`config.mk`:
```
export PLATFORM = sky130hd
export DESIGN_NAME = io_port_buffer_flat
export DESIGN_NICKNAME = d
export VERILOG_FILES = /design/src/rtl/io_port_buffer_if.sv /design/src/rtl/io_port_buffer.sv /design/src/flat_wrapper.sv
export SDC_FILE = /design/constraint.sdc
export NUM_CORES = 1
export LEC_CHECK = 0
export ABC_AREA = 1
export CAP_MARGIN = 20
export CORE_MARGIN = 10
export CORE_UTILIZATION = 57
export CTS_BUF_LIST = sky130_fd_sc_hd__clkbuf_8 sky130_fd_sc_hd__clkbuf_16
export CTS_CLUSTER_DIAMETER = 200
export CTS_CLUSTER_SIZE = 16
export DETAILED_ROUTE_END_ITERATION = 16
export GPL_ROUTABILITY_DRIVEN = 0
export GPL_TIMING_DRIVEN = 0
export PLACE_DENSITY = 0.91
export SYNTH_ARGS = -nofsm -noshare
export SYNTH_HDL_FRONTEND = slang
export SYNTH_SLANG_ARGS = --single-unit
```
`constraint.sdc`:
```
create_clock -name clock -period 2 [get_ports clock]
set_input_delay 0.4 -clock clock [delete_from_list [all_inputs] [get_ports clock]]
set_output_delay 0.4 -clock clock [all_outputs]
set_load 0.01 [all_outputs]
```
`src/rtl/io_port_buffer_if.sv`:
```
// Datapath I/O port bundle: producer side, Datapath read/write ports, consumer side.
interface io_port_buffer_if #(
  parameter int unsigned WORD_WIDTH = 36
);
  logic [WORD_WIDTH-1:0] in_data;
  logic                  in_valid;
  logic                  in_ready;
  logic [WORD_WIDTH-1:0] io_read_data;
  logic                  io_read_EF;
  logic                  io_rden;
  logic [WORD_WIDTH-1:0] io_write_data;
  logic                  io_wren;
  logic                  io_write_EF;
  logic [WORD_WIDTH-1:0] out_data;
  logic                  out_valid;
  logic                  out_ready;
  logic                  overrun;

  // Environment side: producer, Datapath and consumer.
  modport master (
    output in_data, in_valid, io_rden, io_write_data, io_wren, out_ready,
    input  in_ready, io_read_data, io_read_EF, io_write_EF, out_data, out_valid, overrun
  );

  // Buffer side.
  modport slave (
    input  in_data, in_valid, io_rden, io_write_data, io_wren, out_ready,
    output in_ready, io_read_data, io_read_EF, io_write_EF, out_data, out_valid, overrun
  );
endinterface

```
`src/rtl/io_port_buffer.sv`:
```
// Single Datapath I/O port buffer: a read FIFO (producer -> Datapath) and a write FIFO
// (Datapath -> consumer), plus a sticky overrun flag for illegal port accesses.
module io_port_buffer #(
  parameter int unsigned WORD_WIDTH = 36,
  parameter int unsigned DEPTH      = 4,
  parameter int unsigned ADDR_WIDTH = 2
) (
  input  logic           clock,
  input  logic           reset_n,
  io_port_buffer_if.slave bus
);
  localparam int unsigned CNT_WIDTH = ADDR_WIDTH + 1;
  localparam logic [CNT_WIDTH-1:0] CNT_FULL = CNT_WIDTH'(DEPTH);

  // Read FIFO state
  logic [WORD_WIDTH-1:0] rmem [DEPTH];
  logic [ADDR_WIDTH-1:0] r_wr_ptr;
  logic [ADDR_WIDTH-1:0] r_rd_ptr;
  logic [CNT_WIDTH-1:0]  rcount;
  logic [CNT_WIDTH-1:0]  rcount_nxt;
  logic                  r_push;
  logic                  r_pop;

  // Write FIFO state
  logic [WORD_WIDTH-1:0] wmem [DEPTH];
  logic [ADDR_WIDTH-1:0] w_wr_ptr;
  logic [ADDR_WIDTH-1:0] w_rd_ptr;
  logic [CNT_WIDTH-1:0]  wcount;
  logic [CNT_WIDTH-1:0]  wcount_nxt;
  logic                  w_push;
  logic                  w_pop;

  logic                  err_c;

  // Handshake qualification; flags are flops, so no input reaches an output combinationally.
  always_comb begin
    r_push     = bus.in_valid & bus.in_ready;
    r_pop      = bus.io_rden & bus.io_read_EF;
    w_push     = bus.io_wren & ~bus.io_write_EF;
    w_pop      = bus.out_valid & bus.out_ready;
    rcount_nxt = rcount + CNT_WIDTH'(r_push) - CNT_WIDTH'(r_pop);
    wcount_nxt = wcount + CNT_WIDTH'(w_push) - CNT_WIDTH'(w_pop);
    err_c      = (bus.io_rden & ~bus.io_read_EF) | (bus.io_wren & bus.io_write_EF);
  end

  // Read FIFO storage, pointers, count and registered status flags.
  always_ff @(posedge clock or negedge reset_n) begin
    if (!reset_n) begin
      for (int i = 0; i < int'(DEPTH); i++) rmem[i] <= '0;
      r_wr_ptr       <= '0;
      r_rd_ptr       <= '0;
      rcount         <= '0;
      bus.in_ready   <= 1'b1;
      bus.io_read_EF <= 1'b0;
    end else begin
      if (r_push) begin
        rmem[r_wr_ptr] <= bus.in_data;
        r_wr_ptr       <= r_wr_ptr + ADDR_WIDTH'(1);
      end
      if (r_pop) r_rd_ptr <= r_rd_ptr + ADDR_WIDTH'(1);
      rcount         <= rcount_nxt;
      bus.in_ready   <= (rcount_nxt != CNT_FULL);
      bus.io_read_EF <= (rcount_nxt != '0);
    end
  end

  // Write FIFO storage, pointers, count and registered status flags.
  always_ff @(posedge clock or negedge reset_n) begin
    if (!reset_n) begin
      for (int i = 0; i < int'(DEPTH); i++) wmem[i] <= '0;
      w_wr_ptr        <= '0;
      w_rd_ptr        <= '0;
      wcount          <= '0;
      bus.io_write_EF <= 1'b0;
      bus.out_valid   <= 1'b0;
    end else begin
      if (w_push) begin
        wmem[w_wr_ptr] <= bus.io_write_data;
        w_wr_ptr       <= w_wr_ptr + ADDR_WIDTH'(1);
      end
      if (w_pop) w_rd_ptr <= w_rd_ptr + ADDR_WIDTH'(1);
      wcount          <= wcount_nxt;
      bus.io_write_EF <= (wcount_nxt == CNT_FULL);
      bus.out_valid   <= (wcount_nxt != '0);
    end
  end

  // Sticky overrun: set by any access to a port that is not ready.
  always_ff @(posedge clock or negedge reset_n) begin
    if (!reset_n) bus.overrun <= 1'b0;
    else          bus.overrun <= bus.overrun | err_c;
  end

  // Head words come straight from the flop arrays at registered pointers.
  assign bus.io_read_data = rmem[r_rd_ptr];
  assign bus.out_data     = wmem[w_rd_ptr];
endmodule

```
`src/flat_wrapper.sv`:
```
// flat-port wrapper written by rule: the top's interface ports become plain ports
module io_port_buffer_flat 
#(
  parameter int unsigned WORD_WIDTH = 36,
  parameter int unsigned DEPTH      = 4,
  parameter int unsigned ADDR_WIDTH = 2
)
  (clock, reset_n, bus_in_data, bus_in_valid, bus_io_rden, bus_io_write_data, bus_io_wren, bus_out_ready, bus_in_ready, bus_io_read_data, bus_io_read_EF, bus_io_write_EF, bus_out_data, bus_out_valid, bus_overrun);
  io_port_buffer_if #(.WORD_WIDTH(WORD_WIDTH)) bus_i ();
  input  logic clock;
  input  logic reset_n;
  input wire logic [$bits(bus_i.in_data)-1:0] bus_in_data;
  input wire logic [$bits(bus_i.in_valid)-1:0] bus_in_valid;
  input wire logic [$bits(bus_i.io_rden)-1:0] bus_io_rden;
  input wire logic [$bits(bus_i.io_write_data)-1:0] bus_io_write_data;
  input wire logic [$bits(bus_i.io_wren)-1:0] bus_io_wren;
  input wire logic [$bits(bus_i.out_ready)-1:0] bus_out_ready;
  output wire logic [$bits(bus_i.in_ready)-1:0] bus_in_ready;
  output wire logic [$bits(bus_i.io_read_data)-1:0] bus_io_read_data;
  output wire logic [$bits(bus_i.io_read_EF)-1:0] bus_io_read_EF;
  output wire logic [$bits(bus_i.io_write_EF)-1:0] bus_io_write_EF;
  output wire logic [$bits(bus_i.out_data)-1:0] bus_out_data;
  output wire logic [$bits(bus_i.out_valid)-1:0] bus_out_valid;
  output wire logic [$bits(bus_i.overrun)-1:0] bus_overrun;
  assign bus_i.in_data = bus_in_data;
  assign bus_i.in_valid = bus_in_valid;
  assign bus_i.io_rden = bus_io_rden;
  assign bus_i.io_write_data = bus_io_write_data;
  assign bus_i.io_wren = bus_io_wren;
  assign bus_i.out_ready = bus_out_ready;
  assign bus_in_ready = bus_i.in_ready;
  assign bus_io_read_data = bus_i.io_read_data;
  assign bus_io_read_EF = bus_i.io_read_EF;
  assign bus_io_write_EF = bus_i.io_write_EF;
  assign bus_out_data = bus_i.out_data;
  assign bus_out_valid = bus_i.out_valid;
  assign bus_overrun = bus_i.overrun;
  io_port_buffer #(.WORD_WIDTH(WORD_WIDTH), .DEPTH(DEPTH), .ADDR_WIDTH(ADDR_WIDTH)) u_core (.clock(clock), .reset_n(reset_n), .bus(bus_i));
endmodule
```
==> results.toml, run 1 <==
[floorplanning]
die_x_um = 175.8
core-area_um2 = 23680
start_util = 0.5843
dieHeight_um = 175.8
die_area_um2 = 30910
placementRows = 56
io_pins = 155

[placement]
placed_area_um2 = 15840
dp.cells = 2051
dp_hpwl_mm = 26.33
port_buffers = 154

[drt]
vias_per_cell = 6.573
dr.pass1.iters = 7
drt-wirelength-per-cell_um = 24.23
drtIter0Drc = 2318
wl_mm = 51.77
drc = 0
ant_nets = 0
vias = 14046

[sta]
rsz0062_at_grt = "yes"
hold_viol = 92
max_freq_ghz = 0.4254
setup_violations = 75
drv_slew = 0
fin_ws_ns = -0.3510
fin_skew_ns = 0.03436
whs_ns = -0.1507
relSlewSlack = 0.5059
period_share = 1.175
tightest_slew_ns = 0.7412
fin_crit_ns = 2.351

[synthesis]
synth-xor-area-share = 0.005063
synth_edf_count = 0
synth_compound_area_frac = 0.2025
synthCells = 1576
synth_top_area_frac = 0.5533
synth_nets = 1668
synth_top_cell_by_area = "dfrtp_1"
synth_top_family_by_area = "compound AO/OA/AOI/OAI gates"
ys_ff_latch = 307
yosys_most_used_dff = "dfrtp_1"
synth_async_sr_flop_share = 1.000
synth.distinct_cells = 22
synthSimpleGateAreaFrac = 0.1509
synthAdderAreaFrac = 0.01374
ys_warn_count = 0
synth_area_leaders = "dfrtp_1 55%, o21ai_0 13%, nand2_1 8.2%, nor2_1 6.1%, o21ai_2 4.3%"
netlist_area_um2 = 13840
syn_avg_cell_area_um2 = 8.781
synthMuxAreaShare = 0
ys_seq_area_frac = 0.5552

[critical_path]
slowest_delay_ns = 0.42
worstPathRequired_ns = 1.60
critPathTopFamily = "buffers and inverters"
worstPathArrival_ns = 1.95
startpoint_type = "register"
crit_path_end_kind = "output pin"
crit_slowest_cell = "dfrtp_2"
critPathBufInv = 3
critPathKind = "register to output pin"
crit_fanout = 7
path_cells = "buf_12 -> buf_12 -> nor2_4 -> nor2_1 -> o21ai_1 -> o21ai_1 -> buf_2"

[clocking]
cts_made_buffers = 23
clock_latency_ns = 0.55
cts_tree = "done"
cts_root_buffer = "clkbuf_16"
htree_levels = 1
clkSinkCount = 307
cts_buffer_depth = 3
clk_pin_slew_worst_paths_ns = 0.08

[run_status]
outcome = "complete, but fails checks"
violations = "hold timing, setup timing"

[global_routing]
grt_start_max_net_pins = 121
track_usage = 0.2534
grt_pass1_wl_mm = 64.69
first_global_vias = 12618
antenna_found_initial = 0
grt_overflow = 0

[power]
power_density_nw_per_um2 = 1912
p_leak_nw = 8.578
ir_drop_mv = 1.157
power.internal_mw = 18.96
p_clk_frac = 0.125
power_frac_seq = 0.330
p_comb_frac = 0.545
switchingPower_mw = 16.12
swShare = 0.4595
power_mw = 35.08

[cells_and_area]
antenna_cells = 0
fin_cells = 2137
mostFrequentLayoutCell = "dfrtp_1"
multiInputGateArea_um2 = 6166
synthToLayoutAreaGrowth_pct = 32.59
final_nets = 1901
regArea_um2 = 7690
final_cell_mix = "301 x dfrtp_1, 298 x nand2_1, 192 x o21ai_1"
drive_above_1_share = 0.2904
nFillCells = 1254
fin_area_um2 = 18350

[run]
max_cap_viol_count = 0

[worst_hold_path]
hold_path.class = "primary input to asynchronous set/reset pin"
-- kinds of logic after synthesis --
kind of cell             Yosys count
XOR/XNOR                           8
adder cells (fa/ha/maj)           14
buffers and inverters            198
AND/OR/NAND/NOR                  540
flip-flops                       307
AO/OA/AOI/OAI                    509
-- what timing repair did --
| item | CTS | global route |
|---|---|---|
| setup buffers | 14 | 18 |
| resized for setup | 499 | 450 |
| cloned | 4 | 18 |
| pin swaps | 9 | 113 |
| endpoints found under the setup margin | 76 | 80 |
| hold endpoints to repair | 92 | 92 |
-- stage by stage --
stage,utilization,TNS [ns],setup slack [ns]
after floorplan,-,0,0.1257
after global placement,0.6663,-3727.37,-12.12
after detailed placement,0.6688,-25.51,-0.5325
final,0.7748,-18.38,-0.3510
after CTS,0.7030,-13.79,-0.2854
after global routing,0.7748,-19.80,-0.3581
-- area by class of cell --
class | instances | area share
clock inverters | 11 | 0.003205
inverters | 98 | 0.02203
well taps | 319 | 0.02175
repair inverters | 4 | 0.001841
repair buffers | 205 | 0.1077
flip-flops and latches | 307 | 0.4191
clock buffers | 23 | 0.03137
multi-input cells | 1071 | 0.3360
plain buffers | 99 | 0.05701
-- flip-flops by register name, indices dropped and copies added, names as in the netlist, 2 cells and up --
signal / cells
u_core.r_rd_ptr: 2
u_core.w_rd_ptr: 2
u_core.w_wr_ptr: 2
u_core.r_wr_ptr: 2
u_core.wcount: 3
u_core.rcount: 3
u_core.rmem: 144
u_core.wmem: 144
-- cell usage after synthesis (6+ instances only) --
| cell type | count |
|---|---|
| buf_6 | 28 |
| dfrtp_1 | 306 |
| o21ai_1 | 83 |
| nor2_1 | 224 |
| nand2_1 | 303 |
| buf_2 | 40 |
| inv_1 | 92 |
| ha_1 | 12 |
| xor2_1 | 6 |
| o21ai_2 | 68 |
| clkbuf_1 | 32 |
| o21ai_0 | 356 |
-- routing by layer --
layer,GRT usage,wire [um],vias up
met5,0,0,-
met4,0.1134,3714,0
met3,0.04418,5874,383
met2,0.4263,24490,1365
met1,0.3137,17700,6692
li1,-,-,5606
-- worst register-to-register path: stages, from the launching register on --
cell,delay [ns]
dfstp_2,0.54
nand2_1,0.14
inv_4,0.10
buf_4,0.16
nand2_2,0.19
clkbuf_1,0.30
o21ai_0,0.60
-- power groups by stage --
stage | combinational [mW] | clock (mW) | sequential, mW
after detailed placement | 13.8 | 0 | 10.6
after global placement | 13.3 | 0 | 10.5
after global routing | 20.2 | 4.54 | 11.7
final | 19.1 | 4.39 | 11.6
after CTS | 14.0 | 4.23 | 10.6
after floorplan | 8.16 | 0 | 10.2
-- final timing paths --
check | start | end | slack [ns] | depth (start not counted)
worst max-delay path | u_core.r_rd_ptr[0] | bus_io_read_data[1] | -0.35 | 7
worst min-delay path | reset_n | u_core.wmem[38] | -0.15 | 1
max in group asynchronous | reset_n | u_core.r_rd_ptr[0] | 0.64 | 3
worst max register to register | u_core.bus.in_ready | u_core.rmem[140] | -0.20 | 6
min in group clock | bus_io_rden | u_core.bus.overrun | 0.46 | 3
worst min register to register | u_core.rmem[114] | u_core.rmem[114] | 0.49 | 2
Power figures use the tool's default switching activity.
==> run 2, diff against run 1 <==
--- a/config.mk
+++ b/config.mk
@@ -8,14 +8,14 @@
 export ABC_AREA = 1
 export CAP_MARGIN = 20
 export CORE_MARGIN = 10
-export CORE_UTILIZATION = 57
+export CORE_UTILIZATION = 40
 export CTS_BUF_LIST = sky130_fd_sc_hd__clkbuf_8 sky130_fd_sc_hd__clkbuf_16
 export CTS_CLUSTER_DIAMETER = 200
 export CTS_CLUSTER_SIZE = 16
 export DETAILED_ROUTE_END_ITERATION = 16
 export GPL_ROUTABILITY_DRIVEN = 0
 export GPL_TIMING_DRIVEN = 0
-export PLACE_DENSITY = 0.91
+export PLACE_DENSITY = 0.7
 export SYNTH_ARGS = -nofsm -noshare
 export SYNTH_HDL_FRONTEND = slang
 export SYNTH_SLANG_ARGS = --single-unit
==> run 2 against run 1 <==
Effect of this change:
- the run ends with setup timing left
- register-to-register slack improved by 0.28 ns
- combinational power decreased by 21%
- sequential power shrank 7%
- count of clock-buffer cells in the layout unchanged
- first-iteration DRC count decreased by 67%
- cell count grew 5.1%
- largest cell class unchanged
==> results.toml, run 2 (synthesis results as in run 1) <==
[run_status]
outcome = "complete, but fails checks"
violations = "setup timing"

[sta]
rsz0062_at_grt = "yes"
max_freq_ghz = 0.4395
drv_slew = 0
tightest_slew_ns = 0.6567
hold_viol = 0
setup_violations = 72
fin_ws_ns = -0.2751
fin_tns_setup_ns = -14.35
period_share = 1.138
fin_crit_ns = 2.275
relSlewSlack = 0.5622
fin_skew_ns = 0.01496

[global_routing]
antenna_found_initial = 0
first_global_vias = 11651
grt_start_max_net_pins = 124
grt_overflow = 0
track_usage = 0.1810
grt_pass1_wl_mm = 62.78

[worst_hold_path]
hold_path.class = "primary input to asynchronous set/reset pin"

[critical_path]
startpoint_type = "register"
ff2ff_path_depth = 10
r2r-start = "u_core.bus.io_read_EF"
critPathKind = "register to output pin"
worstPathArrival_ns = 1.88
worstPathRequired_ns = 1.60
worstSetupEndpoint = "bus_io_read_data[3]"
crit_path_start = "u_core.r_rd_ptr[0]"
crit_path_end_kind = "output pin"
crit_fanout = 8
reg2reg_setup_slack_ns = 0.08
worstReg2RegEnd = "u_core.bus.io_read_EF"

[power]
ir_drop_mv = 0.9220
p_leak_nw = 8.190
power_density_nw_per_um2 = 1737

[drt]
ant_nets = 0
dr.pass1.iters = 5
vias_per_cell = 5.226
drtIter0Drc = 756
vias = 11732
wl_mm = 39.29
drc = 0
drt-wirelength-per-cell_um = 17.50

[floorplanning]
dieHeight_um = 206
start_util = 0.4026
die_area_um2 = 42440
core-area_um2 = 34370
io_pins = 155
die_x_um = 206
placementRows = 68

[cells_and_area]
synthToLayoutAreaGrowth_pct = 25.55
final_cell_mix = "303 x dfrtp_1, 300 x nand2_1, 215 x o21ai_0"
fin_cells = 2245
drive_above_1_share = 0.2190
final_nets = 1875
antenna_cells = 0
mostFrequentLayoutCell = "dfrtp_1"
top_regs = "u_core.rmem (144), u_core.wmem (144)"

[clocking]
cts_root_buffer = "clkbuf_16"
htree_levels = 1
clock_latency_ns = 0.52
cts_made_buffers = 23
clkSinkCount = 307
clk_pin_slew_worst_paths_ns = 0.08
cts_buffer_depth = 3
cts_tree = "done"

[placement]
dp_hpwl_mm = 26.51
dp.cells = 2187
port_buffers = 154

[run]
max_cap_viol_count = 0
==> run 2: cell types whose count changed in the layout (fill, tap and decap cells not counted), moves of 11 or more <==
cell	previous run	this run
clkbuf_4	0	11
nor2_4	75	36
buf_6	44	33
o21ai_2	126	83
o21ai_0	183	215
nor2_1	109	157
o21ai_1	192	209
==> run 2: per-stage QoR <==
stage / util / setup slack (ns) / instance area [um2] / power, mW / hold WS (ns)
after floorplan: - / 0.1257 / 13840 / 18.37 / 0.1044
after global placement: 0.4640 / -12.79 / 15950 / 24.08 / 0.4574
after detailed placement: 0.4657 / -0.6080 / 16010 / 24.47 / 0.4540
after CTS: 0.4908 / -0.2681 / 16870 / 29.05 / 0.4645
after global routing: 0.5055 / -0.3425 / 17370 / 32.54 / 0.5031
final: 0.5055 / -0.2751 / 17370 / 30.18 / 0.4614
==> run 2: timing repair <==
item                                   in CTS  in global routing
hold buffers                                1                  0
buffers inserted                           11                  4
resized for setup                         535                159
setup endpoints to repair                  75                 77
gates cloned                                4                  6
endpoints found under the hold margin      82                  0
pin swaps                                  16                 45
==> run 2: cell type report <==
class | instances | area, um2
well taps | 455 | 569.3
flip-flops and latches | 307 | 7687
fillers | 3209 | 17000
clock buffers | 23 | 575.6
inverters | 98 | 390.4
clock inverters | 9 | 46.29
multi-input cells | 1071 | 5597
repair inverters | 2 | 21.27
plain buffers | 100 | 942.2
repair buffers | 180 | 1545
==> run 2: worst max-delay path, cell delays in order, from the launching register on <==
cell and delay, ns:
dfrtp_2 0.47, buf_12 0.18, buf_4 0.13, clkbuf_16 0.13, nor2_1 0.04, o21ai_1 0.21, buf_2 0.18
==> run 2: power breakdown <==
part	leakage [nW]	switching (mW)	internal (mW)	total, mW
Sequential	3.83	1.77	9.06	10.8
Clock	0.333	2.15	2.07	4.22
Combinational	4.03	8.82	6.32	15.1
==> run 2: worst min path at each step <==
stage	from	to	slack, ns	depth (start not counted)
floorplan	reset_n	u_core.bus.io_read_EF	0.10	0
global placement	u_core.bus.overrun	u_core.bus.overrun	0.46	2
detailed placement	reset_n	u_core.wmem[116]	0.45	1
CTS	bus_io_rden	u_core.bus.overrun	0.46	3
global route	bus_io_write_data[32]	u_core.wmem[140]	0.50	3
finish	reset_n	u_core.wmem[116]	0.46	2
==> run 2: layer usage <==
metal / vias to the layer above / routed length, um / GRT usage
li1: 5531 / - / -
met1: 5789 / 17080 / 0.2432
met2: 360 / 19120 / 0.2997
met3: 52 / 2335 / 0.02696
met4: 0 / 754 / 0.04821
met5: - / 0 / 0
==> run 3, diff against run 2 <==
--- a/config.mk
+++ b/config.mk
@@ -13,9 +13,7 @@
 export CTS_CLUSTER_DIAMETER = 200
 export CTS_CLUSTER_SIZE = 16
 export DETAILED_ROUTE_END_ITERATION = 16
-export GPL_ROUTABILITY_DRIVEN = 0
 export GPL_TIMING_DRIVEN = 0
-export PLACE_DENSITY = 0.7
 export SYNTH_ARGS = -nofsm -noshare
 export SYNTH_HDL_FRONTEND = slang
 export SYNTH_SLANG_ARGS = --single-unit
==> run 3 against run 2 <==
Effect of this change:
- sequential power barely moved
- cell count rose by 0.85%
- hold slack got worse by 0.62 ns
- sequential cell count did not move
- largest power group unchanged
- fmax fell by 0.58%
- critical endpoint is now bus_out_data[35]
- highest routed layer unchanged
- wire length rose by 7.8%
- the run ends with hold timing, setup timing left
==> results.toml, run 3 (synthesis results as in run 1) <==
[sta]
fin_skew_ns = 0.02578
drv_slew = 0
tightest_slew_ns = 0.7044
fin_crit_ns = 2.288
period_share = 1.144
rsz0062_at_grt = "yes"
fin_tns_setup_ns = -16.18
fin_ws_ns = -0.2885
relSlewSlack = 0.5304
hold_viol = 83
max_freq_ghz = 0.4370
setup_violations = 72
whs_ns = -0.1591

[floorplanning]
core-area_um2 = 34370
dieHeight_um = 206
start_util = 0.4026
io_pins = 155
die_x_um = 206
placementRows = 68
die_area_um2 = 42440

[critical_path]
critPathTopFamily = "buffers and inverters"
worstPathRequired_ns = 1.60
worstPathArrival_ns = 1.89
startpoint_type = "register"
path_cells = "buf_6 -> buf_12 -> buf_4 -> nor2_4 -> nor2_4 -> o21ai_4 -> o21ai_2 -> buf_2"
slowest_delay_ns = 0.49
crit_path_start = "u_core.w_rd_ptr[0]"
crit_slowest_cell = "dfrtp_2"
critPathKind = "register to output pin"
cpMostUsedCell = "nor2_4"
r2r-start = "u_core.bus.io_read_EF"
critPathBufInv = 4
crit_fanout = 7
crit_path_end_kind = "output pin"

[clocking]
cts_root_buffer = "clkbuf_16"
clkSinkCount = 307
cts_buffer_depth = 3
clk_pin_slew_worst_paths_ns = 0.08
clock_latency_ns = 0.52
cts_tree = "done"
cts_made_buffers = 23
htree_levels = 1

[cells_and_area]
drive_above_1_share = 0.2747
mostFrequentLayoutCell = "dfrtp_1"
multiInputGateArea_um2 = 5997
nFillCells = 3147
final_nets = 1894
antenna_cells = 0
final_core_util = 0.5312
top_regs = "u_core.rmem (144), u_core.wmem (144)"
synthToLayoutAreaGrowth_pct = 31.95
regArea_um2 = 7689
final_cell_mix = "302 x dfrtp_1, 298 x nand2_1, 188 x o21ai_1"

[global_routing]
antenna_found_initial = 0
grt_pass1_wl_mm = 66.18
first_global_vias = 11494
grt_start_max_net_pins = 118
grt_overflow = 0
track_usage = 0.1946

[power]
p_leak_nw = 8.496
ir_drop_mv = 0.6951
switchingPower_mw = 13.95
p_comb_frac = 0.532
power.internal_mw = 18.72
power_frac_seq = 0.337
swShare = 0.4270
p_clk_frac = 0.131
power_density_nw_per_um2 = 1789

[placement]
post-place-ws_ns = -0.6435
port_buffers = 154
gp_congestion = 0.7962
dp_hpwl_mm = 26.97

[run_status]
outcome = "complete, but fails checks"
violations = "hold timing, setup timing"

[drt]
vias_per_cell = 5.181
dr.pass1.iters = 7
drt-wirelength-per-cell_um = 18.71
drc = 0
drtIter0Drc = 890
vias = 11730
wl_mm = 42.36
ant_nets = 0

[run]
max_cap_viol_count = 0

[worst_hold_path]
hold_path.class = "primary input to asynchronous set/reset pin"
run 3: final timing paths:
path                                          to  slack (ns)  depth (start not counted)
max in group asynchronous        u_core.rmem[96]        0.62                          3
hold / removal                    u_core.wmem[7]       -0.16                          1
setup reg to reg           u_core.bus.io_read_EF        0.04                         10
hold reg to reg                  u_core.wmem[72]        0.48                          2
min in group clock               u_core.wmem[72]        0.48                          2
setup / recovery                bus_out_data[35]       -0.29                          8
run 3: power by group through the flow:
stage	combinational, mW	clock [mW]	sequential [mW]
floorplan	8.16	0	10.2
global placement	13.9	0	10.5
detailed placement	14.1	0	10.5
CTS	15.9	4.36	10.7
global route	19.1	4.59	11.3
finish	17.4	4.27	11.0
run 3: routing by layer:
metal  GRT usage  share of wire  wire [um]
met2      0.2991           0.47      19720
met5           0              0          0
met4     0.04352          0.018        759
met1      0.2840           0.46      19400
met3     0.02900          0.059       2481
run 3: worst reg2reg max path: stages (launching register included):
cell	delay, ns
dfrtp_1	0.40
nand2_2	0.10
inv_2	0.06
ha_4	0.22
inv_1	0.05
ha_2	0.17
inv_2	0.04
fa_2	0.56
inv_2	0.05
nor2_4	0.13
nand3_2	0.08
run 3: stage by stage:
step                instance area [um2]  power [mW]  instances
floorplan                         13840       18.37       1576
global placement                  15950       24.38       2185
finish                            18260       32.66       2264
global route                      18260       35.03       2264
CTS                               17570       30.98       2251
detailed placement                16010       24.63       2187
run 3: area by class of cell:
cell class,count,area share
Timing Repair Buffer,197,0.1020
Clock buffer,23,0.03152
Timing Repair inverter,4,0.002261
Multi-Input combinational cell,1071,0.3284
Clock inverter,9,0.002535
Buffer,100,0.05920
Tap cell,455,0.03118
Inverter,98,0.02179
Sequential cell,307,0.4211
run 3: what timing repair did:
action                     CTS  global route
gates resized for setup    724           168
gates cloned                16             5
setup buffers               16             8
hold endpoints to repair    83            83
pin swaps                   63            51
setup endpoints to repair   77            78
